File: src/rtl/uart_pkg.sv
// Shared UART definitions.
//   rx_timer_state_t : receive bit-timer states (off, half-bit phase, running)
//   tx_timer_state_t : transmit bit-timer states (off, running)
//   UART_MIN_DIVISOR : smallest usable clocks-per-bit value
//   UART_DIV_WIDTH   : default divisor width, shared with the register block
package uart_pkg;

  localparam int unsigned UART_DIV_WIDTH   = 16;
  localparam int unsigned UART_MIN_DIVISOR = 2;

  typedef enum logic [1:0] {
    RX_OFF  = 2'd0,
    RX_HALF = 2'd1,
    RX_RUN  = 2'd2
  } rx_timer_state_t;

  typedef enum logic {
    TX_OFF = 1'b0,
    TX_RUN = 1'b1
  } tx_timer_state_t;

endpackage

File: src/rtl/uart_bit_timer.sv
// Loadable down-counter producing a one-cycle registered strobe at terminal count.
//   clk, rst_n : clock, synchronous active-low reset
//   clr        : abort; holds the count and suppresses the strobe
//   load       : load load_val into the counter
//   run        : decrement; at zero, strobe and reload load_val
//   load_val   : value used by both explicit loads and terminal-count reloads
//   at_zero    : counter currently at zero (combinational, for caller state logic)
//   zero       : registered one-cycle terminal-count strobe
module uart_bit_timer
  import uart_pkg::*;
#(
  parameter int unsigned WIDTH = UART_DIV_WIDTH
) (
  input  logic             clk,
  input  logic             rst_n,
  input  logic             clr,
  input  logic             load,
  input  logic             run,
  input  logic [WIDTH-1:0] load_val,
  output logic             at_zero,
  output logic             zero
);

  logic [WIDTH-1:0] cnt;

  assign at_zero = (cnt == '0);

  always_ff @(posedge clk) begin
    if (!rst_n) begin
      cnt  <= '0;
      zero <= 1'b0;
    end else if (clr) begin
      zero <= 1'b0;
    end else if (load) begin
      cnt  <= load_val;
      zero <= 1'b0;
    end else if (run) begin
      if (at_zero) begin
        cnt  <= load_val;
        zero <= 1'b1;
      end else begin
        cnt  <= cnt - WIDTH'(1);
        zero <= 1'b0;
      end
    end else begin
      zero <= 1'b0;
    end
  end

endmodule

File: src/rtl/uart_baud_gen.sv
// UART bit-timing strobe generator.
//   clk, rst_n    : clock, synchronous active-low reset
//   i_divisor     : clocks per bit (values below 2 act as 2), sampled at reloads
//   i_rx_strb_en  : receiver enable; a rising edge re-phases the RX timer
//   o_rx_strb     : one-cycle mid-bit sample strobe
//   i_tx_strb_en  : transmitter enable
//   o_tx_strb     : one-cycle bit-boundary strobe
//   o_rx_busy     : RX timer active (registered status)
module uart_baud_gen
  import uart_pkg::*;
#(
  parameter int unsigned DIV_WIDTH = UART_DIV_WIDTH
) (
  input  logic                 clk,
  input  logic                 rst_n,
  input  logic [DIV_WIDTH-1:0] i_divisor,
  input  logic                 i_rx_strb_en,
  output logic                 o_rx_strb,
  input  logic                 i_tx_strb_en,
  output logic                 o_tx_strb,
  output logic                 o_rx_busy
);

  rx_timer_state_t rx_state, rx_next;
  tx_timer_state_t tx_state, tx_next;

  logic                 en_q;
  logic [DIV_WIDTH-1:0] div_eff;
  logic [DIV_WIDTH-1:0] div_m1;
  logic [DIV_WIDTH-1:0] half_m1;

  logic                 rx_load, rx_run, rx_at_zero;
  logic [DIV_WIDTH-1:0] rx_load_val;
  logic                 tx_load, tx_run, tx_at_zero;

  assign div_eff = (i_divisor < DIV_WIDTH'(UART_MIN_DIVISOR)) ? DIV_WIDTH'(UART_MIN_DIVISOR)
                                                              : i_divisor;
  assign div_m1  = div_eff - DIV_WIDTH'(1);
  assign half_m1 = (div_eff >> 1) - DIV_WIDTH'(1);

  always_ff @(posedge clk) begin
    if (!rst_n) begin
      rx_state  <= RX_OFF;
      tx_state  <= TX_OFF;
      en_q      <= 1'b0;
      o_rx_busy <= 1'b0;
    end else begin
      rx_state  <= rx_next;
      tx_state  <= tx_next;
      en_q      <= i_rx_strb_en;
      o_rx_busy <= (rx_state != RX_OFF);
    end
  end

  // The RX timer shares one load_val port between the initial half-bit load
  // and the full-period reloads, so the mux follows the load request.
  always_comb begin
    rx_next     = rx_state;
    rx_load     = 1'b0;
    rx_run      = 1'b0;
    rx_load_val = div_m1;
    if (!i_rx_strb_en) begin
      rx_next = RX_OFF;
    end else begin
      unique case (rx_state)
        RX_OFF: begin
          if (!en_q) begin
            rx_load     = 1'b1;
            rx_load_val = half_m1;
            rx_next     = RX_HALF;
          end
        end
        RX_HALF: begin
          rx_run = 1'b1;
          if (rx_at_zero) rx_next = RX_RUN;
        end
        RX_RUN: begin
          rx_run = 1'b1;
        end
        default: rx_next = RX_OFF;
      endcase
    end
  end

  always_comb begin
    tx_next = tx_state;
    tx_load = 1'b0;
    tx_run  = 1'b0;
    if (!i_tx_strb_en) begin
      tx_next = TX_OFF;
    end else begin
      unique case (tx_state)
        TX_OFF: begin
          tx_load = 1'b1;
          tx_next = TX_RUN;
        end
        TX_RUN: tx_run = 1'b1;
        default: tx_next = TX_OFF;
      endcase
    end
  end

  uart_bit_timer #(.WIDTH(DIV_WIDTH)) u_rx_timer (
    .clk      (clk),
    .rst_n    (rst_n),
    .clr      (!i_rx_strb_en),
    .load     (rx_load),
    .run      (rx_run),
    .load_val (rx_load_val),
    .at_zero  (rx_at_zero),
    .zero     (o_rx_strb)
  );

  uart_bit_timer #(.WIDTH(DIV_WIDTH)) u_tx_timer (
    .clk      (clk),
    .rst_n    (rst_n),
    .clr      (!i_tx_strb_en),
    .load     (tx_load),
    .run      (tx_run),
    .load_val (div_m1),
    .at_zero  (tx_at_zero),
    .zero     (o_tx_strb)
  );

endmodule

File: config.mk
export PLATFORM = sky130hd
export DESIGN_NAME = uart_baud_gen
export DESIGN_NICKNAME = d
export VERILOG_FILES = /design/src/rtl/uart_pkg.sv /design/src/rtl/uart_bit_timer.sv /design/src/rtl/uart_baud_gen.sv
export SDC_FILE = /design/constraint.sdc
export NUM_CORES = 1
export LEC_CHECK = 0
export ABC_CLOCK_PERIOD_IN_PS = 4720
export BUFFER_PORTS_ARGS = -buffer_cell sky130_fd_sc_hd__clkbuf_2
export CORE_ASPECT_RATIO = 0.7
export CORE_MARGIN = 5
export CORE_UTILIZATION = 25
export DETAILED_ROUTE_END_ITERATION = 16
export PLACE_DENSITY = 0.38
export RECOVER_POWER = 100
export SKIP_LAST_GASP = 1
export SLEW_MARGIN = 0
export SYNTH_ARGS = -nofsm -noshare
export SYNTH_HDL_FRONTEND = slang
export SYNTH_HIERARCHICAL = 1
export SYNTH_SLANG_ARGS = --single-unit
File: constraint.sdc
create_clock -name clk -period 4.72 [get_ports clk]
set_input_delay 1.416 -clock clk [delete_from_list [all_inputs] [get_ports clk]]
set_output_delay 1.416 -clock clk [all_outputs]
set_load 0.03 [all_outputs]
==> impl_metrics.env, run 1 <==
export IMPL_synth_warnings=6
export IMPL_clk_pin_slew_ns=0.06
export IMPL_die_h_um=110
export IMPL_cp_end_kind="register"
export IMPL_p_leak_nw=1.43
export IMPL_initial_core_util_pct=25.5
export IMPL_routed_wl_met3_um=875
export IMPL_path_buf_inv=1
export IMPL_drc=0
export IMPL_met1_length_um=6360
export IMPL_grt_total_usage_pct=14.6
export IMPL_avgSynthCellArea_um2=7.66
export IMPL_tns_ns=0
export IMPL_routed_top_layer="met4"
export IMPL_grt_pass1_vias=3482
export IMPL_cts_resized=0
export IMPL_finalSetupViolCount=0
export IMPL_rsz0062_at_grt="no"
export IMPL_regArea_um2=781
export IMPL_wirelength_um=12000
export IMPL_final_setup_skew_ns=0.00483
export IMPL_hold_buffers=0
export IMPL_required_ns=4.93
export IMPL_cap_viol_max_count=0
export IMPL_wl_per_cell_um=17.8
export IMPL_syn_cell_area_um2=3550
export IMPL_crit_fanout=5
export IMPL_first_pass_iters=5
export IMPL_io_buffers=22
export IMPL_cts_sinks=39
export IMPL_cts_tree="done"
export IMPL_cts_root_buf="clkbuf_16"
export IMPL_via_per_inst=5.53
export IMPL_overflow=0
export IMPL_ant_nets=0
export IMPL_gp_congestion=0.888
export IMPL_dieArea_um2=16700
export IMPL_post_place_ws_ns=0.245
export IMPL_grt_pass1_wl_um=19400
export IMPL_num_fill_cells=1512
export IMPL_diodes=0
export IMPL_numCtsBuffers=5
export IMPL_multi_input_area_um2=2410
export IMPL_layout_area_overhead_vs_synth_pct=11.3
export IMPL_syn_inst=463
export IMPL_grt_max_degree=24
export IMPL_worstPathCellList="clkbuf_1, or3_2, and4b_1, a21oi_1, ha_1, or4b_1, or4_1, or3_1, a31oi_1, nand2_1, a2bb2oi_1, a31oi_1"
export IMPL_path_class="in -> reg"
export IMPL_boundaryPins=23
export IMPL_max_freq_ghz=0.231
export IMPL_cp_start_kind="input pin"
export IMPL_finalCritPeriodShare_pct=91.7
export IMPL_hold_class="reg -> reg"
export IMPL_tightest_slew_ns=1.23
export IMPL_die_x_um=152
export IMPL_fin_crit_ns=4.33
export IMPL_slowest_delay_ns=0.55
export IMPL_max_slew_margin_pct=17.8
export IMPL_synth_fp_nets=494
export IMPL_clockBufferDepth=2
export IMPL_report_final_slew_viol_count=0
export IMPL_via_count=3733
export IMPL_power_density_nw_per_um2=410
export IMPL_fin_area_um2=3950
export IMPL_drt_iter0_drc=347
export IMPL_place_area_um2=3870
export IMPL_fin_nets=517
export IMPL_met2_length_um=4650
export IMPL_status="finished, final reports clean"
export IMPL_antenna_found_initial=0
export IMPL_core_um2=13900
export IMPL_post_cts_setup_buffer_count=0
export IMPL_ir_drop_uv=118
export IMPL_clk_latency_ns=0.29
export IMPL_path_common_cell="a31oi_1"
export IMPL_arrival_ns=4.54
export IMPL_critical_path_top_delay_family="simple AND/OR/NAND/NOR gates"
export IMPL_hold_viol=0
export IMPL_dpl_hpwl_um=9080
export IMPL_rows=36
export IMPL_drive_gt1_share_pct=14.4
export IMPL_setup_ws_ns=0.394
export IMPL_htree_levels=2
export IMPL_cpMaxStageDelayCell="or4b_1"
==> final cells by class <==
type                       count  share of cell area [%]
multi-input combinational    366                    61.0
sequential                    39                    19.8
timing repair buffer          48                    7.45
tap                          190                    6.02
clock buffer                   6                    3.27
inverter                      26                    2.47
==> worst reg2reg max path: stages, from the launching register on <==
cell and delay, ns:
dfxtp_1 0.36, inv_1 0.09, ha_1 0.23, nand3b_1 0.12, inv_1 0.09, buf_4 0.22, a41oi_2 0.64, buf_4 0.32
mux2i_1 0.09, a221oi_1 0.27
==> path summary, 6_finish.rpt <==
path | start | end | slack [ns] | cells after the start
setup / recovery | i_divisor[1] | u_rx_timer/cnt[9]$_SDFFE_PN0P_ | 0.39 | 12
hold reg to reg | u_tx_timer/cnt[11]$_SDFFE_PN0P_ | u_tx_timer/cnt[11]$_SDFFE_PN0P_ | 0.51 | 2
hold / removal | u_tx_timer/cnt[11]$_SDFFE_PN0P_ | u_tx_timer/cnt[11]$_SDFFE_PN0P_ | 0.51 | 2
setup reg to reg | rx_state[0]$_SDFFE_PN0P_ | u_rx_timer/cnt[8]$_SDFFE_PN0P_ | 2.20 | 9
==> per-layer routing <==
metal  global-route usage [%]  up-vias
met3                     3.27       14
met1                     23.1     1769
met5                        0        -
li1                         -     1816
met4                     3.72        0
met2                     19.4      134
==> report_power, final <==
part / total (mW) / switching [mW] / internal, mW
Clock: 0.329 / 0.139 / 0.190
Combinational: 0.834 / 0.492 / 0.341
Sequential: 0.453 / 0.0693 / 0.384
Total: 1.62 / 0.701 / 0.916
==> per-stage QoR <==
| step | hold slack, ns | instances | util [%] | power, mW |
|---|---|---|---|---|
| final | 0.509 | 675 | 28.4 | 1.62 |
| after global routing | 0.538 | 675 | 28.4 | 1.75 |
| after CTS | 0.513 | 675 | 28.7 | 1.63 |
| after detailed placement | 0.498 | 669 | 27.8 | 1.29 |
| after global placement | 0.504 | 669 | 27.8 | 1.29 |
| after floorplan | 0.461 | 463 | - | 1.04 |
==> registers in the layout (all words and copies together) (netlist names) <==
| register | count |
|---|---|
| en_q | 1 |
| u_tx_timer/zero | 1 |
| u_rx_timer/zero | 1 |
| u_rx_timer/cnt | 16 |
| u_tx_timer/cnt | 16 |
| tx_state | 1 |
| o_rx_busy | 1 |
| rx_state | 2 |
==> layout by cell type (no fill, tap or decap), types with 9 or more instances in the layout <==
cell / count
nor4_1: 13
buf_4: 23
dfxtp_1: 39
o22ai_1: 9
clkbuf_2: 16
a31oi_1: 22
or4_1: 15
nor2_1: 32
a21oi_1: 14
nand2_1: 35
mux2i_1: 15
inv_1: 26
o21ai_0: 30
nand3_1: 22
nand4_1: 18
nor3_1: 23
ha_1: 11
(Power assumes the default switching activity.)
==> run 2: changes to the inputs <==
--- a/config.mk
+++ b/config.mk
@@ -7,7 +7,6 @@
 export LEC_CHECK = 0
 export ABC_CLOCK_PERIOD_IN_PS = 4720
 export BUFFER_PORTS_ARGS = -buffer_cell sky130_fd_sc_hd__clkbuf_2
-export CORE_ASPECT_RATIO = 0.7
 export CORE_MARGIN = 5
 export CORE_UTILIZATION = 25
 export DETAILED_ROUTE_END_ITERATION = 16
==> impl_metrics.env, run 2 (synthesis results as in run 1) <==
export IMPL_status="finished, final reports clean"
export IMPL_first_pass_iters=5
export IMPL_holdWs_ns=0.496
export IMPL_clk_latency_ns=0.29
export IMPL_hold_viol=0
export IMPL_slowest_delay_ns=0.48
export IMPL_cpMaxStageDelayCell="or4b_1"
export IMPL_drt_iter0_drc=365
export IMPL_max_slew_margin_pct=15.9
export IMPL_diodes=0
export IMPL_regArea_um2=781
export IMPL_drive_gt1_share_pct=13.1
export IMPL_final_common_cell="dfxtp_1"
export IMPL_finalSetupViolCount=0
export IMPL_via_per_inst=5.55
export IMPL_grt_pass1_wl_um=19500
export IMPL_boundaryPins=23
export IMPL_setup_ws_ns=0.331
export IMPL_tns_ns=0
export IMPL_post_place_ws_ns=0.154
export IMPL_finalCritPeriodShare_pct=93.0
export IMPL_gp_congestion=0.867
export IMPL_fin_util_pct=28.3
export IMPL_hold_buffers=0
export IMPL_num_fill_cells=1546
export IMPL_worstPathCellList="clkbuf_1, nor4_1, and4b_4, a21oi_1, ha_1, or4b_1, or4_1, or3_1, a31oi_1, nand2_1, a2bb2oi_1, a31oi_1"
export IMPL_cp_end_kind="register"
export IMPL_multi_input_area_um2=2430
export IMPL_core_um2=13900
export IMPL_drc=0
export IMPL_overflow=0
export IMPL_cts_tree="done"
export IMPL_crit_fanout=8
export IMPL_layout_area_overhead_vs_synth_pct=10.9
export IMPL_instances_no_fill=660
export IMPL_die_h_um=129
export IMPL_cp_start_kind="input pin"
export IMPL_clk_pin_slew_ns=0.06
export IMPL_fin_crit_ns=4.39
export IMPL_wirelength_um=11900
export IMPL_rsz0062_at_grt="no"
export IMPL_path_class="in -> reg"
export IMPL_layout_common_cells="dfxtp_1 (39), nand2_1 (35), nor2_1 (32)"
export IMPL_numCtsBuffers=5
export IMPL_max_freq_ghz=0.228
export IMPL_p_leak_nw=1.41
export IMPL_power_density_nw_per_um2=428
export IMPL_path_buf_inv=1
export IMPL_cts_root_buf="clkbuf_16"
export IMPL_grt_max_degree=24
export IMPL_placedCellCount=652
export IMPL_ant_nets=0
export IMPL_wl_per_cell_um=18.1
export IMPL_hold_class="reg -> reg"
export IMPL_power_mw=1.68
export IMPL_cts_resized=0
export IMPL_fin_area_um2=3930
export IMPL_via_count=3661
export IMPL_final_setup_skew_ns=0.00803
export IMPL_grt_pass1_vias=3507
export IMPL_initial_core_util_pct=25.5
export IMPL_required_ns=4.93
export IMPL_cap_viol_max_count=0
export IMPL_cts_sinks=39
export IMPL_grt_total_usage_pct=14.8
export IMPL_rows=43
export IMPL_post_cts_setup_buffer_count=0
export IMPL_path_common_cell="a31oi_1"
export IMPL_ir_drop_uv=235
export IMPL_reg_top3="u_rx_timer/cnt x16, u_tx_timer/cnt x16, rx_state x2"
export IMPL_dieArea_um2=16700
export IMPL_dpl_hpwl_um=8940
export IMPL_clockBufferDepth=2
export IMPL_tightest_slew_ns=1.26
export IMPL_fin_nets=510
export IMPL_io_buffers=22
export IMPL_arrival_ns=4.60
export IMPL_critical_path_top_delay_family="simple AND/OR/NAND/NOR gates"
export IMPL_htree_levels=2
export IMPL_antenna_found_initial=0
export IMPL_report_final_slew_viol_count=0
export IMPL_place_area_um2=3800
export IMPL_die_x_um=129
run 2: power breakdown:
group          internal, mW  switching (mW)
clock network         0.263           0.147
registers             0.384          0.0690
logic                 0.334           0.486
run 2: worst register-to-register path: stages, from the launching register on:
cell and delay [ns]:
dfxtp_1 0.33, inv_1 0.10, ha_1 0.20, nand3b_1 0.08, clkbuf_2 0.33, inv_1 0.18, clkbuf_1 0.86, o21ba_1 0.80
nand2_1 0.33, nor3_1 0.26
run 2: final cells by class:
class	count	share of cell area, %
Multi-Input combinational cell	366	61.8
Sequential cell	39	19.9
Timing Repair Buffer	41	5.76
Tap cell	180	5.73
Clock buffer	6	3.53
Inverter	26	2.48
Clock inverter	2	0.891
run 2: worst paths after layout:
check | slack [ns] | end | startpoint | depth (start not counted)
worst min-delay path | 0.50 | u_rx_timer/cnt[11]$_SDFFE_PN0P_ | u_rx_timer/cnt[11]$_SDFFE_PN0P_ | 2
worst max-delay path | 0.33 | u_rx_timer/cnt[9]$_SDFFE_PN0P_ | i_divisor[11] | 12
worst min register to register | 0.50 | u_rx_timer/cnt[11]$_SDFFE_PN0P_ | u_rx_timer/cnt[11]$_SDFFE_PN0P_ | 2
worst max register to register | 1.16 | u_rx_timer/zero$_SDFF_PP0_ | rx_state[0]$_SDFFE_PN0P_ | 9
run 2: routing by layer:
layer	global-route usage [%]	routed length (µm)	vias to the layer above
met5	0	0	-
met4	4.51	235	0
met3	2.18	368	15
met2	24.3	5610	73
met1	20.0	5740	1771
li1	-	-	1802
==> run 3: changes to the inputs <==
--- a/config.mk
+++ b/config.mk
@@ -7,10 +7,12 @@
 export LEC_CHECK = 0
 export ABC_CLOCK_PERIOD_IN_PS = 4720
 export BUFFER_PORTS_ARGS = -buffer_cell sky130_fd_sc_hd__clkbuf_2
+export CELL_PAD_IN_SITES_DETAIL_PLACEMENT = 0
+export CELL_PAD_IN_SITES_GLOBAL_PLACEMENT = 1
 export CORE_MARGIN = 5
 export CORE_UTILIZATION = 25
 export DETAILED_ROUTE_END_ITERATION = 16
-export PLACE_DENSITY = 0.38
+export PLACE_DENSITY = 0.47
 export RECOVER_POWER = 100
 export SKIP_LAST_GASP = 1
 export SLEW_MARGIN = 0
==> impl_metrics.env, run 3 (synthesis results as in run 1) <==
export IMPL_hold_class="reg -> reg"
export IMPL_r2r_start="rx_state[0]$_SDFFE_PN0P_"
export IMPL_drt_iter0_drc=214
export IMPL_arrival_ns=4.54
export IMPL_holdWs_ns=0.502
export IMPL_power_share_sequential_pct=28.0
export IMPL_reg2regPathDepth=9
export IMPL_drive_gt1_share_pct=13.9
export IMPL_layout_area_overhead_vs_synth_pct=11.0
export IMPL_diodes=0
export IMPL_comb_power_share_pct=50.0
export IMPL_via_count=3667
export IMPL_final_setup_skew_ns=0.00326
export IMPL_via_per_inst=5.53
export IMPL_path_class="in -> reg"
export IMPL_rrSetupSlack_ns=1.24
export IMPL_worstHoldStart="u_rx_timer/cnt[11]$_SDFFE_PN0P_"
export IMPL_hold_buffers=0
export IMPL_tns_ns=0
export IMPL_hold_viol=0
export IMPL_antenna_found_initial=0
export IMPL_report_final_slew_viol_count=0
export IMPL_gp_congestion=0.823
export IMPL_clk_pin_slew_ns=0.06
export IMPL_crit_fanout=7
export IMPL_num_fill_cells=1554
export IMPL_htree_levels=2
export IMPL_cts_resized=0
export IMPL_hold_path_depth=2
export IMPL_finalSetupViolCount=0
export IMPL_post_cts_setup_buffer_count=0
export IMPL_wl_per_cell_um=18.5
export IMPL_grt_total_usage_pct=15.0
export IMPL_reg_top3="u_rx_timer/cnt x16, u_tx_timer/cnt x16, rx_state x2"
export IMPL_rows=43
export IMPL_clk_latency_ns=0.29
export IMPL_fin_nets=514
export IMPL_grt_max_degree=25
export IMPL_numCtsBuffers=5
export IMPL_status="finished, final reports clean"
export IMPL_overflow=0
export IMPL_layout_common_cells="dfxtp_1 (39), nand2_1 (35), nor2_1 (32)"
export IMPL_switching_share_pct=43.4
export IMPL_p_leak_nw=1.42
export IMPL_first_pass_iters=5
export IMPL_fin_crit_ns=4.35
export IMPL_wirelength_um=12300
export IMPL_grt_pass1_wl_um=19500
export IMPL_finalCritPeriodShare_pct=92.2
export IMPL_drc=0
export IMPL_r2r_end="u_rx_timer/cnt[8]$_SDFFE_PN0P_"
export IMPL_p_int_mw=0.917
export IMPL_power_density_nw_per_um2=412
export IMPL_tightest_slew_ns=1.27
export IMPL_initial_core_util_pct=25.5
export IMPL_cts_root_buf="clkbuf_16"
export IMPL_cts_sinks=39
export IMPL_p_clk_share_pct=22.1
export IMPL_io_buffers=22
export IMPL_grt_pass1_vias=3576
export IMPL_cp_start_kind="input pin"
export IMPL_final_common_cell="dfxtp_1"
export IMPL_die_x_um=129
export IMPL_cts_tree="done"
export IMPL_ant_nets=0
export IMPL_max_slew_margin_pct=15.6
export IMPL_dpl_hpwl_um=9060
export IMPL_hold_path_end="u_rx_timer/cnt[11]$_SDFFE_PN0P_"
export IMPL_ir_drop_uv=175
export IMPL_required_ns=4.91
export IMPL_cap_viol_max_count=0
export IMPL_core_um2=13900
export IMPL_boundaryPins=23
export IMPL_clockBufferDepth=2
export IMPL_max_freq_ghz=0.230
export IMPL_switching_power_mw=0.704
export IMPL_dieArea_um2=16700
export IMPL_critPathLaunch="i_divisor[3]"
export IMPL_rsz0062_at_grt="no"
export IMPL_die_h_um=129
export IMPL_cp_end_kind="register"
==> run 3: power groups by stage <==
stage / combinational [mW] / sequential [mW] / clock [mW]
2_1_floorplan: 0.605 / 0.437 / 0
4_1_cts: 0.821 / 0.452 / 0.376
3_5_place_dp: 0.817 / 0.458 / 0
6_report: 0.810 / 0.453 / 0.358
5_1_grt: 0.898 / 0.463 / 0.383
3_3_place_gp: 0.818 / 0.458 / 0
==> run 3: worst max path at each step <==
| stage | end | depth (start not counted) |
|---|---|---|
| after global routing | u_rx_timer/cnt[12]$_SDFFE_PN0P_ | 15 |
| final | u_rx_timer/cnt[8]$_SDFFE_PN0P_ | 14 |
| after detailed placement | u_rx_timer/cnt[9]$_SDFFE_PN0P_ | 12 |
| after floorplan | u_rx_timer/cnt[9]$_SDFFE_PN0P_ | 12 |
| after global placement | u_rx_timer/cnt[9]$_SDFFE_PN0P_ | 12 |
| after CTS | u_rx_timer/cnt[9]$_SDFFE_PN0P_ | 12 |
==> run 3: routing by layer <==
layer  track usage (%)  wire length [µm]
met1              19.9              5980
met2              24.3              5600
met3              2.72               355
met4              5.62               353
met5                 0                 0
==> run 3: final cells by class <==
class                   instances  area (µm²)  share of cell area, %
inverters                      26        97.6                   2.48
repair buffers                 45         256                   6.52
flip-flops and latches         39         781                   19.8
well taps                     180         225                   5.72
clock buffers                   6         139                   3.53
multi-input cells             366        2430                   61.8
clock inverters                 1        5.00                  0.127
==> run 3: critical path, cell delays in order <==
cell and delay (ns):
clkbuf_2 0.14, or3_2 0.55, and4b_1 0.41, nand2_1 0.11, nand2_1 0.12, ha_1 0.19, nor3b_1 0.19, clkbuf_1 0.27
nand3_1 0.17, a32oi_1 0.20, o22ai_1 0.11, a21oi_1 0.24, mux2i_1 0.12, a221oi_1 0.31
==> run 3: stage by stage <==
| step | util [%] | setup slack, ns | instances | instance area [µm²] | total power [mW] |
|---|---|---|---|---|---|
| 2_1_floorplan | - | 0.279 | 463 | 3550 | 1.04 |
| 3_3_place_gp | 27.6 | 0.268 | 656 | 3830 | 1.28 |
| 3_5_place_dp | 27.6 | 0.218 | 656 | 3830 | 1.28 |
| 4_1_cts | 28.6 | 0.528 | 663 | 3980 | 1.65 |
| 5_1_grt | 28.4 | 0.179 | 663 | 3940 | 1.74 |
| 6_report | 28.4 | 0.368 | 663 | 3940 | 1.62 |
